<file path="config.mk">
export PLATFORM = sky130hd
export DESIGN_NAME = mem_access_stage
export DESIGN_NICKNAME = d
export VERILOG_FILES = /design/src/rtl/mem_access_stage.sv
export SDC_FILE = /design/constraint.sdc
export NUM_CORES = 1
export LEC_CHECK = 0
export ABC_AREA = 1
export CAP_MARGIN = 20
export CORE_AREA = 2 2 95 97
export DETAILED_ROUTE_END_ITERATION = 8
export DIE_AREA = 0 0 97 99
export DONT_BUFFER_PORTS = 1
export PLACE_DENSITY = 0.74
export SLEW_MARGIN = 20
export SYNTH_ARGS = -nofsm -noshare
export SYNTH_HDL_FRONTEND = slang
export SYNTH_SLANG_ARGS = --single-unit
</file>
<file path="constraint.sdc">
create_clock -name clk -period 1.6 [get_ports clk]
set_clock_uncertainty 0.15 [all_clocks]
set_input_delay 0.24 -clock clk [delete_from_list [all_inputs] [get_ports clk]]
set_output_delay 0.24 -clock clk [all_outputs]
set_load 0.03 [all_outputs]
</file>
<file path="src/rtl/mem_access_stage.sv">
// Shared pipeline widths, followed by the memory-access stage.
// The stage issues EX/MEM loads and stores over a req/ack handshake.
// It stalls upstream while an access is outstanding.
// A watchdog turns a lost acknowledge into a one-cycle error pulse.
package defines;
  localparam int WORD_LEN          = 32;
  localparam int REG_FILE_ADDR_LEN = 5;
endpackage

module mem_access_stage #(
  parameter int WORD_LEN          = defines::WORD_LEN,
  parameter int REG_FILE_ADDR_LEN = defines::REG_FILE_ADDR_LEN,
  parameter int TIMEOUT_CYCLES    = 16
) (
  input  logic                         clk,
  input  logic                         rstn,
  input  logic                         WB_EN_IN,
  input  logic                         MEM_R_EN_IN,
  input  logic                         MEM_W_EN_IN,
  input  logic [REG_FILE_ADDR_LEN-1:0] destIn,
  input  logic [WORD_LEN-1:0]          ALUResIn,
  input  logic [WORD_LEN-1:0]          storeValIn,
  output logic                         WB_EN,
  output logic                         MEM_R_EN,
  output logic [REG_FILE_ADDR_LEN-1:0] dest,
  output logic [WORD_LEN-1:0]          ALURes,
  output logic [WORD_LEN-1:0]          memReadVal,
  output logic                         stall,
  output logic                         mem_req,
  output logic                         mem_we,
  output logic [WORD_LEN-1:0]          mem_addr,
  output logic [WORD_LEN-1:0]          mem_wdata,
  input  logic [WORD_LEN-1:0]          mem_rdata,
  input  logic                         mem_ack,
  output logic                         mem_err
);

  localparam logic [1:0] S_IDLE = 2'd0;
  localparam logic [1:0] S_BUSY = 2'd1;
  localparam logic [1:0] S_DONE = 2'd2;

  localparam int               CNT_W    = (TIMEOUT_CYCLES > 2) ? $clog2(TIMEOUT_CYCLES) : 1;
  localparam logic [CNT_W-1:0] CNT_LAST = CNT_W'(TIMEOUT_CYCLES - 1);

  logic [1:0]          state_q, state_d;
  logic [CNT_W-1:0]    cnt_q, cnt_d;
  logic                req_q, req_d;
  logic                we_q, we_d;
  logic [WORD_LEN-1:0] addr_q, addr_d;
  logic [WORD_LEN-1:0] wdata_q, wdata_d;
  logic                err_q, err_d;
  logic [WORD_LEN-1:0] rdata_q, rdata_d;
  logic                op_s;
  logic                stall_s;

  assign op_s = MEM_R_EN_IN | MEM_W_EN_IN;

  // Next-state logic: issue, watchdog countdown and completion capture.
  always_comb begin
    state_d = state_q;
    cnt_d   = cnt_q;
    req_d   = req_q;
    we_d    = we_q;
    addr_d  = addr_q;
    wdata_d = wdata_q;
    err_d   = 1'b0;
    rdata_d = rdata_q;
    case (state_q)
      S_IDLE: begin
        if (op_s) begin
          addr_d  = ALUResIn;
          wdata_d = storeValIn;
          we_d    = MEM_W_EN_IN;
          req_d   = 1'b1;
          cnt_d   = {CNT_W{1'b0}};
          state_d = S_BUSY;
        end else begin
          state_d = S_IDLE;
        end
      end
      S_BUSY: begin
        // Ack is checked first so a last-cycle ack beats the timeout.
        if (mem_ack) begin
          if (!we_q) begin
            rdata_d = mem_rdata;
          end else begin
            rdata_d = rdata_q;
          end
          req_d   = 1'b0;
          state_d = S_DONE;
        end else if (cnt_q == CNT_LAST) begin
          // An aborted load writes back zero; an aborted store is dropped.
          rdata_d = {WORD_LEN{1'b0}};
          req_d   = 1'b0;
          err_d   = 1'b1;
          state_d = S_DONE;
        end else begin
          cnt_d = cnt_q + CNT_W'(1);
        end
      end
      S_DONE: begin
        state_d = S_IDLE;
      end
      default: begin
        state_d = S_IDLE;
        req_d   = 1'b0;
      end
    endcase
  end

  // State registers with synchronous active-low reset.
  always_ff @(posedge clk) begin
    if (!rstn) begin
      state_q <= S_IDLE;
      cnt_q   <= {CNT_W{1'b0}};
      req_q   <= 1'b0;
      we_q    <= 1'b0;
      addr_q  <= {WORD_LEN{1'b0}};
      wdata_q <= {WORD_LEN{1'b0}};
      err_q   <= 1'b0;
      rdata_q <= {WORD_LEN{1'b0}};
    end else begin
      state_q <= state_d;
      cnt_q   <= cnt_d;
      req_q   <= req_d;
      we_q    <= we_d;
      addr_q  <= addr_d;
      wdata_q <= wdata_d;
      err_q   <= err_d;
      rdata_q <= rdata_d;
    end
  end

  // Stall request: the issue cycle and every BUSY cycle; held low during reset.
  always_comb begin
    stall_s = 1'b0;
    case (state_q)
      S_IDLE:  stall_s = op_s;
      S_BUSY:  stall_s = 1'b1;
      S_DONE:  stall_s = 1'b0;
      default: stall_s = 1'b0;
    endcase
  end

  // MEM/WB-facing outputs: pass-through, or a bubble while stalled.
  always_comb begin
    stall      = stall_s & rstn;
    dest       = destIn;
    ALURes     = ALUResIn;
    memReadVal = rdata_q;
    if (rstn && !stall_s) begin
      WB_EN    = WB_EN_IN;
      MEM_R_EN = (state_q == S_DONE) ? MEM_R_EN_IN : 1'b0;
    end else begin
      WB_EN    = 1'b0;
      MEM_R_EN = 1'b0;
    end
  end

  assign mem_req   = req_q;
  assign mem_we    = we_q;
  assign mem_addr  = addr_q;
  assign mem_wdata = wdata_q;
  assign mem_err   = err_q;

endmodule

</file>
==> out/metrics.yaml <==
hold_violations: 99
drc: 0
fin_crit_sh_pct: 106.3
yosysWarnings: 0
numPortBuffers: 0
drt-initial-drc-count: 104
report.final.slew_viol_count: 0
drive_gt1_share_pct: 10.97
grt_pass1_wl_mm: 16.43
grt_usage_pct: 20.70
end_kind: "output pin"
num_rows: 34
clk_latency_ns: 0.36
period_minus_slack_ns: 1.701
wl_met1_mm: 4.267
hold_ws_ns: -0.1396
relSlewSlack_pct: 41.06
post-place-ws_ns: 0.04824
drtAntennaViolNets: 0
rsz0062_at_grt: "yes"
via_count: 3558
numCtsBuffers: 9
cellPowerDensity_nw_per_um2: 1383
root_buffer: "clkbuf_8"
violations: "negative hold slack, negative setup slack"
wl_per_cell_um: 15.98
synth_cell_types: 21
syn_to_final_growth_pct: 6.661
crit_slowest_cell: "dfxtp_4"
worst_path_most_repeated_cell: "nand2_4"
avgSynthCellArea_um2: 7.286
setup_viol: 6
cap_violations: 0
hp-class: "in2reg"
synth_compound_area_share_pct: 8.717
critPathMaxFanout: 4
coreArea_um2: 8551
max-vdd-ir-drop_uv: 582.0
pin_count: 246
regToRegSetupSlack_ns: 0.06
antenna_found_initial: 0
chipWidth_um: 97
finish.instance_area_um2: 4608
async_flop_share_pct: 0
overflow: 0
antennaDiodeCount: 0
fmax_ghz: 0.5880
final_cell_count_no_fill: 673
synth_flop_cell: "dfxtp_1"
synth_enable_flop_cells: 0
syn_nets: 701
synth_top_family_by_area: "simple AND/OR/NAND/NOR gates"
gp_congestion: 0.8410
seq_area_frac_synth_pct: 48.65
drt_wl_total_mm: 10.75
cts_sinks: 105
mostFrequentLayoutCell: "nor2_1"
start_util_pct: 50.53
outcome: "finished with violations"
synthCells: 593
power_leakage_nw: 1.998
nets: 669
worst_slew_pin_slew_ns: 0.8812
clockBufferDepth: 2
h-tree-depth: 3
layout_common_cells: "199 x nor2_1, 101 x dfxtp_1, 82 x nand2_1"
cts_tree: "done"
worstSetupPathType: "reg2out"
crit_required_ns: 1.21
vias_per_cell: 5.287
critPathLaunchType: "register"
path_clk_slew_ns: 0.09
dpl.hpwl_mm: 6.865
total_power_mw: 6.374
ys_ff_latch: 105
dpl.cell_count: 641
synth-simple-area-share_pct: 29.77
top_layer: "met4"
netlist_area_um2: 4320
arrival_ns: 1.31
synth_xor_area_share_pct: 0.2027
fillCellCount: 808
setup_slack_ns: -0.1008
first_pass_iters: 4
post_dp_cell_area_um2: 4101
grt_max_degree: 101
dieArea_um2: 9603
worstPathCellList: "nor2_4 > nand2_4 > nand2_4 > nor3b_4 > buf_6"
grt_pass1_vias: 3487
muxShareOfSynthArea_pct: 0
wl_met2_mm: 5.443
die_h_um: 99
synth-adder-area-share_pct: 0.2896
critPathMaxStageDelay_ns: 0.39
met3_length_um: 906
-- stage by stage --
| step | utilization [%] | TNS (ns) |
|---|---|---|
| after floorplan | - | -0.03277 |
| after global placement | 47.97 | 0 |
| after detailed placement | 47.97 | 0 |
| after CTS | 51.79 | -0.2349 |
| after global routing | 53.89 | -1.839 |
| final | 53.89 | -0.2000 |
-- power by group --
part           leakage (nW)  total (mW)  switching (mW)  internal, mW
clock                 0.102        1.74           0.869         0.874
combinational          1.03        1.01           0.583         0.422
sequential            0.870        3.62           0.729          2.90
total                  2.00        6.37            2.18          4.19
-- critical path: cells and delay by family (launching register included) --
kind,cells,cell delay (ns)
buf+inv,1,0.16
flops,1,0.39
simple gates,4,0.41
-- sequential cells by signal, indices dropped and copies added, names as in the netlist --
signal,flops
mem_addr,32
mem_we,1
memReadVal,32
cnt_q,4
mem_req,1
mem_err,1
mem_wdata,32
state_q,2
-- synthesized netlist by cell type, types with 4 or more instances --
cell type	n	area share, %
nor2_1	200	17
dfxtp_1	105	49
nand2_1	83	7.2
o21ai_0	65	7.5
buf_4	43	7.5
nand3_1	36	4.2
clkbuf_1	15	1.3
buf_2	12	1.4
inv_1	10	0.87
a21oi_1	7	0.81
buf_6	4	1.0
nand2_2	4	0.58
-- routing by layer --
layer | GRT usage, % | vias up
met5 | 0 | -
met3 | 7.589 | 12
met2 | 37.07 | 165
met4 | 6.717 | 0
met1 | 22.84 | 1625
li1 | - | 1756
-- repair_timing --
action                                  4_1_cts  5_1_grt
resized for setup                            15       22
endpoints found under the hold margin       100       99
pin swaps                                     5        5
buffers inserted                              8        2
hold buffers                                  1        2
cloned                                        0        4
endpoints found under the setup margin        2       44
-- path summary, 6_finish.rpt --
kind / end / cells after the start / start
max: WB_EN / 5 / state_q[0]$_SDFFE_PN0P_
min: mem_addr[25]$_SDFFE_PN0P_ / 2 / rstn
max reg2reg: mem_req$_SDFFE_PN0P_ / 8 / state_q[0]$_SDFFE_PN0P_
min reg2reg: cnt_q[1]$_SDFFE_PN0P_ / 2 / cnt_q[1]$_SDFFE_PN0P_
-- layout make-up --
class / instances / area, um^2 / share of cell area [%]
Inverter: 12 / 58.81 / 1.276
Clock inverter: 5 / 81.33 / 1.765
Sequential cell: 105 / 2112 / 45.83
Tap cell: 108 / 135.1 / 2.932
Clock buffer: 10 / 127.6 / 2.769
Timing Repair Buffer: 32 / 359.1 / 7.793
Multi-Input combinational cell: 401 / 1734 / 37.63
-- cell families after synthesis --
group / Yosys count
and+or+nand+nor: 326
DFF: 105
buffers and inverters: 87
adders and majority gates: 1
AOI/OAI and AO/OA: 73
xor gates and xnor gates: 1
No activity file was read; power rests on OpenSTA's default activity.
